[config.mk]
export PLATFORM = sky130hd
export DESIGN_NAME = alu_serial_seq
export DESIGN_NICKNAME = d
export VERILOG_FILES = /design/src/rtl/alu_serial_seq_pkg.sv /design/src/rtl/alu_1b.sv /design/src/rtl/alu_serial_seq.sv
export SDC_FILE = /design/constraint.sdc
export NUM_CORES = 1
export LEC_CHECK = 0
export CAP_MARGIN = 10
export CORE_MARGIN = 2
export CORE_UTILIZATION = 50
export CTS_BUF_LIST = sky130_fd_sc_hd__clkbuf_16
export CTS_CLUSTER_DIAMETER = 100
export DETAILED_ROUTE_END_ITERATION = 8
export PLACE_DENSITY_LB_ADDON = 0.12
export SYNTH_ARGS = -nofsm -noshare
export SYNTH_HDL_FRONTEND = slang
export SYNTH_SLANG_ARGS = --single-unit
export TNS_END_PERCENT = 10
[constraint.sdc]
create_clock -name clk -period 2.4 [get_ports clk]
set_clock_uncertainty 0.2 [all_clocks]
set_input_delay 0.24 -clock clk [delete_from_list [all_inputs] [get_ports clk]]
set_output_delay 0.24 -clock clk [all_outputs]
set_load 0.01 [all_outputs]
[src/rtl/alu_serial_seq_pkg.sv]
// Shared encodings for the bit-serial ALU sequencer and its 1-bit cell.
//   alu_op_t : ALU opcode (XOR / OR / AND / ADD)
//   ST_*     : sequencer FSM state encodings
package alu_serial_seq_pkg;

  typedef logic [1:0] alu_op_t;

  localparam alu_op_t ALU_XOR = 2'b00;
  localparam alu_op_t ALU_OR  = 2'b01;
  localparam alu_op_t ALU_AND = 2'b10;
  localparam alu_op_t ALU_ADD = 2'b11;

  localparam logic [1:0] ST_IDLE = 2'd0;
  localparam logic [1:0] ST_RUN  = 2'd1;
  localparam logic [1:0] ST_DONE = 2'd2;

endpackage

[src/rtl/alu_1b.sv]
// 1-bit ALU cell.
//   A, B   : operand bits
//   invA/B : invert the operand bit before the op
//   Cin    : carry in (ADD only)
//   Op     : ALU_XOR / ALU_OR / ALU_AND / ALU_ADD
//   Out    : result bit
//   Cout   : carry out; 0 for the logic ops so no carry leaks between bits
module alu_1b
  import alu_serial_seq_pkg::*;
(
  input  logic    A,
  input  logic    B,
  input  logic    Cin,
  input  alu_op_t Op,
  input  logic    invA,
  input  logic    invB,
  output logic    Out,
  output logic    Cout
);

  logic a, b;

  assign a = A ^ invA;
  assign b = B ^ invB;

  always_comb begin
    Out  = 1'b0;
    Cout = 1'b0;
    case (Op)
      ALU_XOR: Out = a ^ b;
      ALU_OR:  Out = a | b;
      ALU_AND: Out = a & b;
      default: begin
        Out  = a ^ b ^ Cin;
        Cout = (a & b) | (a & Cin) | (b & Cin);
      end
    endcase
  end

endmodule

[src/rtl/alu_serial_seq.sv]
// Bit-serial N-bit ALU sequencer.  Operands are latched on an accepted start
// and fed LSB-first through a single alu_1b cell, one bit per clock, with the
// carry held in a flop between bits.
//   clk, rst             : clock, synchronous active-high reset
//   start                : request, accepted in IDLE or DONE only
//   A, B, Op, invA, invB, Cin : operation, sampled on the accepting edge
//   busy                 : high while bits are processed (RUN)
//   done                 : one-cycle pulse, results valid
//   Out, Cout, Ofl, Zero : result and flags, held until the next final bit
module alu_serial_seq
  import alu_serial_seq_pkg::*;
#(
  parameter int N  = 16,
  parameter int CW = 5
) (
  input  logic         clk,
  input  logic         rst,
  input  logic         start,
  input  logic [N-1:0] A,
  input  logic [N-1:0] B,
  input  alu_op_t      Op,
  input  logic         invA,
  input  logic         invB,
  input  logic         Cin,
  output logic         busy,
  output logic         done,
  output logic [N-1:0] Out,
  output logic         Cout,
  output logic         Ofl,
  output logic         Zero
);

  logic [1:0]    state_q, state_d;
  logic [CW-1:0] cnt_q, cnt_d;
  logic [N-1:0]  opa_q, opa_d;
  logic [N-1:0]  opb_q, opb_d;
  logic [N-1:0]  res_q, res_d;
  logic [N-1:0]  out_q, out_d;
  alu_op_t       op_q, op_d;
  logic          carry_q, carry_d;
  logic          cout_q, cout_d;
  logic          ofl_q, ofl_d;
  logic          zero_q, zero_d;

  logic          cell_out, cell_cout;

  // Inversion is folded in when the operands are latched, so the cell never
  // inverts on its own.
  alu_1b u_cell (
    .A    (opa_q[0]),
    .B    (opb_q[0]),
    .Cin  (carry_q),
    .Op   (op_q),
    .Out  (cell_out),
    .invA (1'b0),
    .invB (1'b0),
    .Cout (cell_cout)
  );

  always_comb begin
    state_d = state_q;
    cnt_d   = cnt_q;
    opa_d   = opa_q;
    opb_d   = opb_q;
    res_d   = res_q;
    out_d   = out_q;
    op_d    = op_q;
    carry_d = carry_q;
    cout_d  = cout_q;
    ofl_d   = ofl_q;
    zero_d  = zero_q;
    case (state_q)
      ST_RUN: begin
        opa_d   = opa_q >> 1;
        opb_d   = opb_q >> 1;
        // Result fills from the MSB end; after N shifts bit 0 is the LSB.
        res_d   = {cell_out, res_q[N-1:1]};
        carry_d = cell_cout;
        cnt_d   = cnt_q + CW'(1);
        if (cnt_q == CW'(N-1)) begin
          state_d = ST_DONE;
          out_d   = res_d;
          zero_d  = (res_d == '0);
          cout_d  = (op_q == ALU_ADD) & cell_cout;
          // carry_q here is the carry into the MSB.
          ofl_d   = (op_q == ALU_ADD) & (carry_q ^ cell_cout);
        end
      end
      ST_IDLE, ST_DONE: begin
        state_d = ST_IDLE;
        if (start) begin
          state_d = ST_RUN;
          opa_d   = A ^ {N{invA}};
          opb_d   = B ^ {N{invB}};
          op_d    = Op;
          carry_d = Cin & (Op == ALU_ADD);
          cnt_d   = '0;
        end
      end
      default: state_d = ST_IDLE;
    endcase
  end

  always_ff @(posedge clk) begin
    if (rst) begin
      state_q <= ST_IDLE;
      cnt_q   <= '0;
      opa_q   <= '0;
      opb_q   <= '0;
      res_q   <= '0;
      out_q   <= '0;
      op_q    <= ALU_XOR;
      carry_q <= 1'b0;
      cout_q  <= 1'b0;
      ofl_q   <= 1'b0;
      zero_q  <= 1'b0;
    end else begin
      state_q <= state_d;
      cnt_q   <= cnt_d;
      opa_q   <= opa_d;
      opb_q   <= opb_d;
      res_q   <= res_d;
      out_q   <= out_d;
      op_q    <= op_d;
      carry_q <= carry_d;
      cout_q  <= cout_d;
      ofl_q   <= ofl_d;
      zero_q  <= zero_d;
    end
  end

  assign busy = (state_q == ST_RUN);
  assign done = (state_q == ST_DONE);
  assign Out  = out_q;
  assign Cout = cout_q;
  assign Ofl  = ofl_q;
  assign Zero = zero_q;

endmodule

==> results.sh <==
export IMPL_wl_per_cell_um=11.6
export IMPL_yosysSeqAreaShare_pct=44.8
export IMPL_number_of_vias_per_cell_after_detailed_routing=5.08
export IMPL_die_area_um2=7470
export IMPL_place_gp_congestion=0.764
export IMPL_crit_fanout=22
export IMPL_post_route_util_pct=65.9
export IMPL_crit_path_start_kind="flip-flop"
export IMPL_setup_worst_path_end_class="output port"
export IMPL_timing_critical_path_required_ps=1960
export IMPL_setup_ws_ps=277
export IMPL_fin_nets=545
export IMPL_fin_hold_ws_ps=201
export IMPL_report_power_total_uw=3300
export IMPL_ctsLongestPathBuffers=2
export IMPL_critical_path_class="reg2out"
export IMPL_dp_slack_ps=333
export IMPL_slew_violations=0
export IMPL_worst_setup_hold_path_clk_slew_ps=60
export IMPL_first_global_vias=2504
export IMPL_detailedPlacementHpwl_um=4420
export IMPL_insertion_delay_to_the_later_sink_of_the_worst_skew_pair_ps=330
export IMPL_largest_net_degree_at_the_start_of_global_routing=77
export IMPL_grt_first_pass_wirelength_um=11500
export IMPL_drt_first_pass_iters=4
export IMPL_arrival_ps=1680
export IMPL_ctsHtreeMaxLevel=3
export IMPL_clock_tree_root_buffer_cell="sky130_fd_sc_hd__clkbuf_16"
export IMPL_outcome="finished clean"
export IMPL_first_iter_violations=174
export IMPL_die_h_um=86.4
export IMPL_fp_coreArea_um2=6680
export IMPL_synth_edff_count=0
export IMPL_via_count=2973
export IMPL_fin_crit_ps=2120
export IMPL_cap_violations=0
export IMPL_fp_dieW_um=86.4
export IMPL_report_final_setup_viol=0
export IMPL_distinct_cell_type_count_of_the_synthesized_netlist=30
export IMPL_vdd_ir_drop_worst_mv=0.364
export IMPL_cell_with_the_largest_stage_delay_on_the_worst_path="sky130_fd_sc_hd__clkdlybuf4s50_1"
export IMPL_areaGrowthSynthToFinish_pct=29.6
export IMPL_io_pins=61
export IMPL_grt_setup_unrepaired="false"
export IMPL_clkSinkCount=76
export IMPL_total_leakage_power_uw=0.00155
export IMPL_antenna_found_initial=0
export IMPL_yosys_most_used_dff="sky130_fd_sc_hd__dfxtp_1"
export IMPL_postSynthNetCount=498
export IMPL_transition_time_of_the_tightest_slew_check_pin_ps=665
export IMPL_final_hold_fails=0
export IMPL_synth_yosys_warnings=0
export IMPL_std_cell_rows=30
export IMPL_synth_ff_latch_count=76
export IMPL_cts_repair_resize_count=0
export IMPL_postCtsSetupBuffers=0
export IMPL_reg2reg_slack_ps=300
export IMPL_worstSetupStartpoint="state_q[1]$_SDFFE_PP0P_"
export IMPL_setup_tns_final_ps=0
export IMPL_drc=0
export IMPL_layout_cells_sized_above_1_pct=6.53
export IMPL_antenna_cells_inserted=0
export IMPL_path_cells="nand2b_1 > inv_2 > clkdlybuf4s50_1"
export IMPL_postSynth_asyncResetShare_pct=0
export IMPL_max_slew_margin_pct=55.7
export IMPL_grt_overflow_total=0
export IMPL_initial_core_util_pct=50.9
export IMPL_power_density_nw_per_um2=748
export IMPL_gr_usage_all_layers_pct=19.1
export IMPL_fin_crit_sh_pct=88.5
export IMPL_detail_route_antenna_nets=0
export IMPL_worst_path_largest_cell_delay_ps=610
export IMPL_maxClockFrequency_mhz=471
export IMPL_syn_area_um2=3400
export IMPL_tritoncts="yes"
export IMPL_hp_class="in2reg"
export IMPL_cts_buffers_inserted=9
export IMPL_reg2reg_from="opa_q[0]$_SDFFE_PP0P_"
export IMPL_postRouteWirelength_um=6800
export IMPL_hold_path_startpoint="rst"
export IMPL_synthCells=453
export IMPL_cts_hold_fix_buffers=0
export IMPL_port_buffers=60
export IMPL_synth_area_per_cell_um2=7.50
[synth_stat cells (3+ instances only)]
cell type	number	area, um^2
sky130_fd_sc_hd__nor2_1	13	48.8
sky130_fd_sc_hd__a22oi_1	3	22.5
sky130_fd_sc_hd__ha_1	4	50.1
sky130_fd_sc_hd__a21oi_1	67	335
sky130_fd_sc_hd__nand2_1	163	612
sky130_fd_sc_hd__clkbuf_1	18	67.6
sky130_fd_sc_hd__o21ai_0	30	150
sky130_fd_sc_hd__xor2_1	4	35.0
sky130_fd_sc_hd__nor4_1	3	18.8
sky130_fd_sc_hd__inv_1	4	15.0
sky130_fd_sc_hd__nand4_1	5	31.3
sky130_fd_sc_hd__xnor2_1	30	263
sky130_fd_sc_hd__dfxtp_1	76	1520
sky130_fd_sc_hd__buf_2	13	65.1
[registers in the layout (all words and copies together), names as in the netlist, 2 cells and up]
name and flops:
Out 16, state_q 2, cnt_q 5, opb_q 16, op_q 2, res_q 15
opa_q 16
[layer usage]
metal | global-route usage [%] | wire, um
met1 | 24.3 | 3190
met2 | 31.9 | 3270
met3 | 4.95 | 254
met4 | 5.68 | 90
met5 | 0 | 0
[cell type report]
| class | instances | area (um^2) |
|---|---|---|
| Clock buffer | 9 | 225 |
| Inverter | 5 | 18.8 |
| Fill cell | 596 | 2280 |
| Timing Repair Buffer | 70 | 708 |
| Multi-Input combinational cell | 338 | 1710 |
| Clock inverter | 7 | 124 |
| Sequential cell | 76 | 1520 |
| Tap cell | 80 | 100 |
[cells in the final DEF, fill, tap and decap left out, drive strengths merged]
master,count
a21oi,68
a22oi,3
a311oi,1
and2,1
and3,1
buf,11
bufinv,3
clkbuf,9
clkdlybuf4s50,59
clkinv,2
clkinvlp,1
dfxtp,76
fa,1
ha,4
inv,6
mux2,1
mux4,1
nand2,163
nand2b,2
nand4,5
nand4b,1
nor2,14
nor2b,2
nor3,2
nor4,3
o21ai,30
or3,1
xnor2,30
xor2,4
[path summary, 6_finish.rpt]
check / to / cells past startpoint
max: busy / 3
min: cnt_q[1]$_SDFFE_PP0P_ / 3
min reg2reg: opa_q[1]$_SDFFE_PP0P_ / 2
max reg2reg: Zero$_SDFFE_PP0P_ / 4
[critical path, delay by kind of cell (launching register included)]
family / cells / cell delay (ps)
flops: 1 / 300
buf+inv: 2 / 900
simple gates: 1 / 160
[through the flow]
step           area [um^2]  cells
2_1_floorplan         3400    453
3_3_place_gp          4060    569
3_5_place_dp          4060    569
4_1_cts               4410    585
5_1_grt               4410    585
6_report              4410    585
[kinds of logic after synthesis]
family | synth area share [%]
xor gates and xnor gates | 8.76
muxes | 0.994
buffers and inverters | 5.01
adders and majority gates | 2.06
DFF | 44.8
and+or+nand+nor | 22.9
AOI/OAI and AO/OA | 15.5
[power by group]
| part | switching, uW | total (uW) | internal, uW | leakage, uW |
|---|---|---|---|---|
| clock | 526 | 1550 | 1020 | 0.000166 |
| sequential | 35.4 | 1350 | 1320 | 0.000619 |
| combinational | 206 | 393 | 187 | 0.000762 |
| total | 767 | 3300 | 2530 | 0.00155 |
Note: power is estimated with default switching activity, not from simulation.
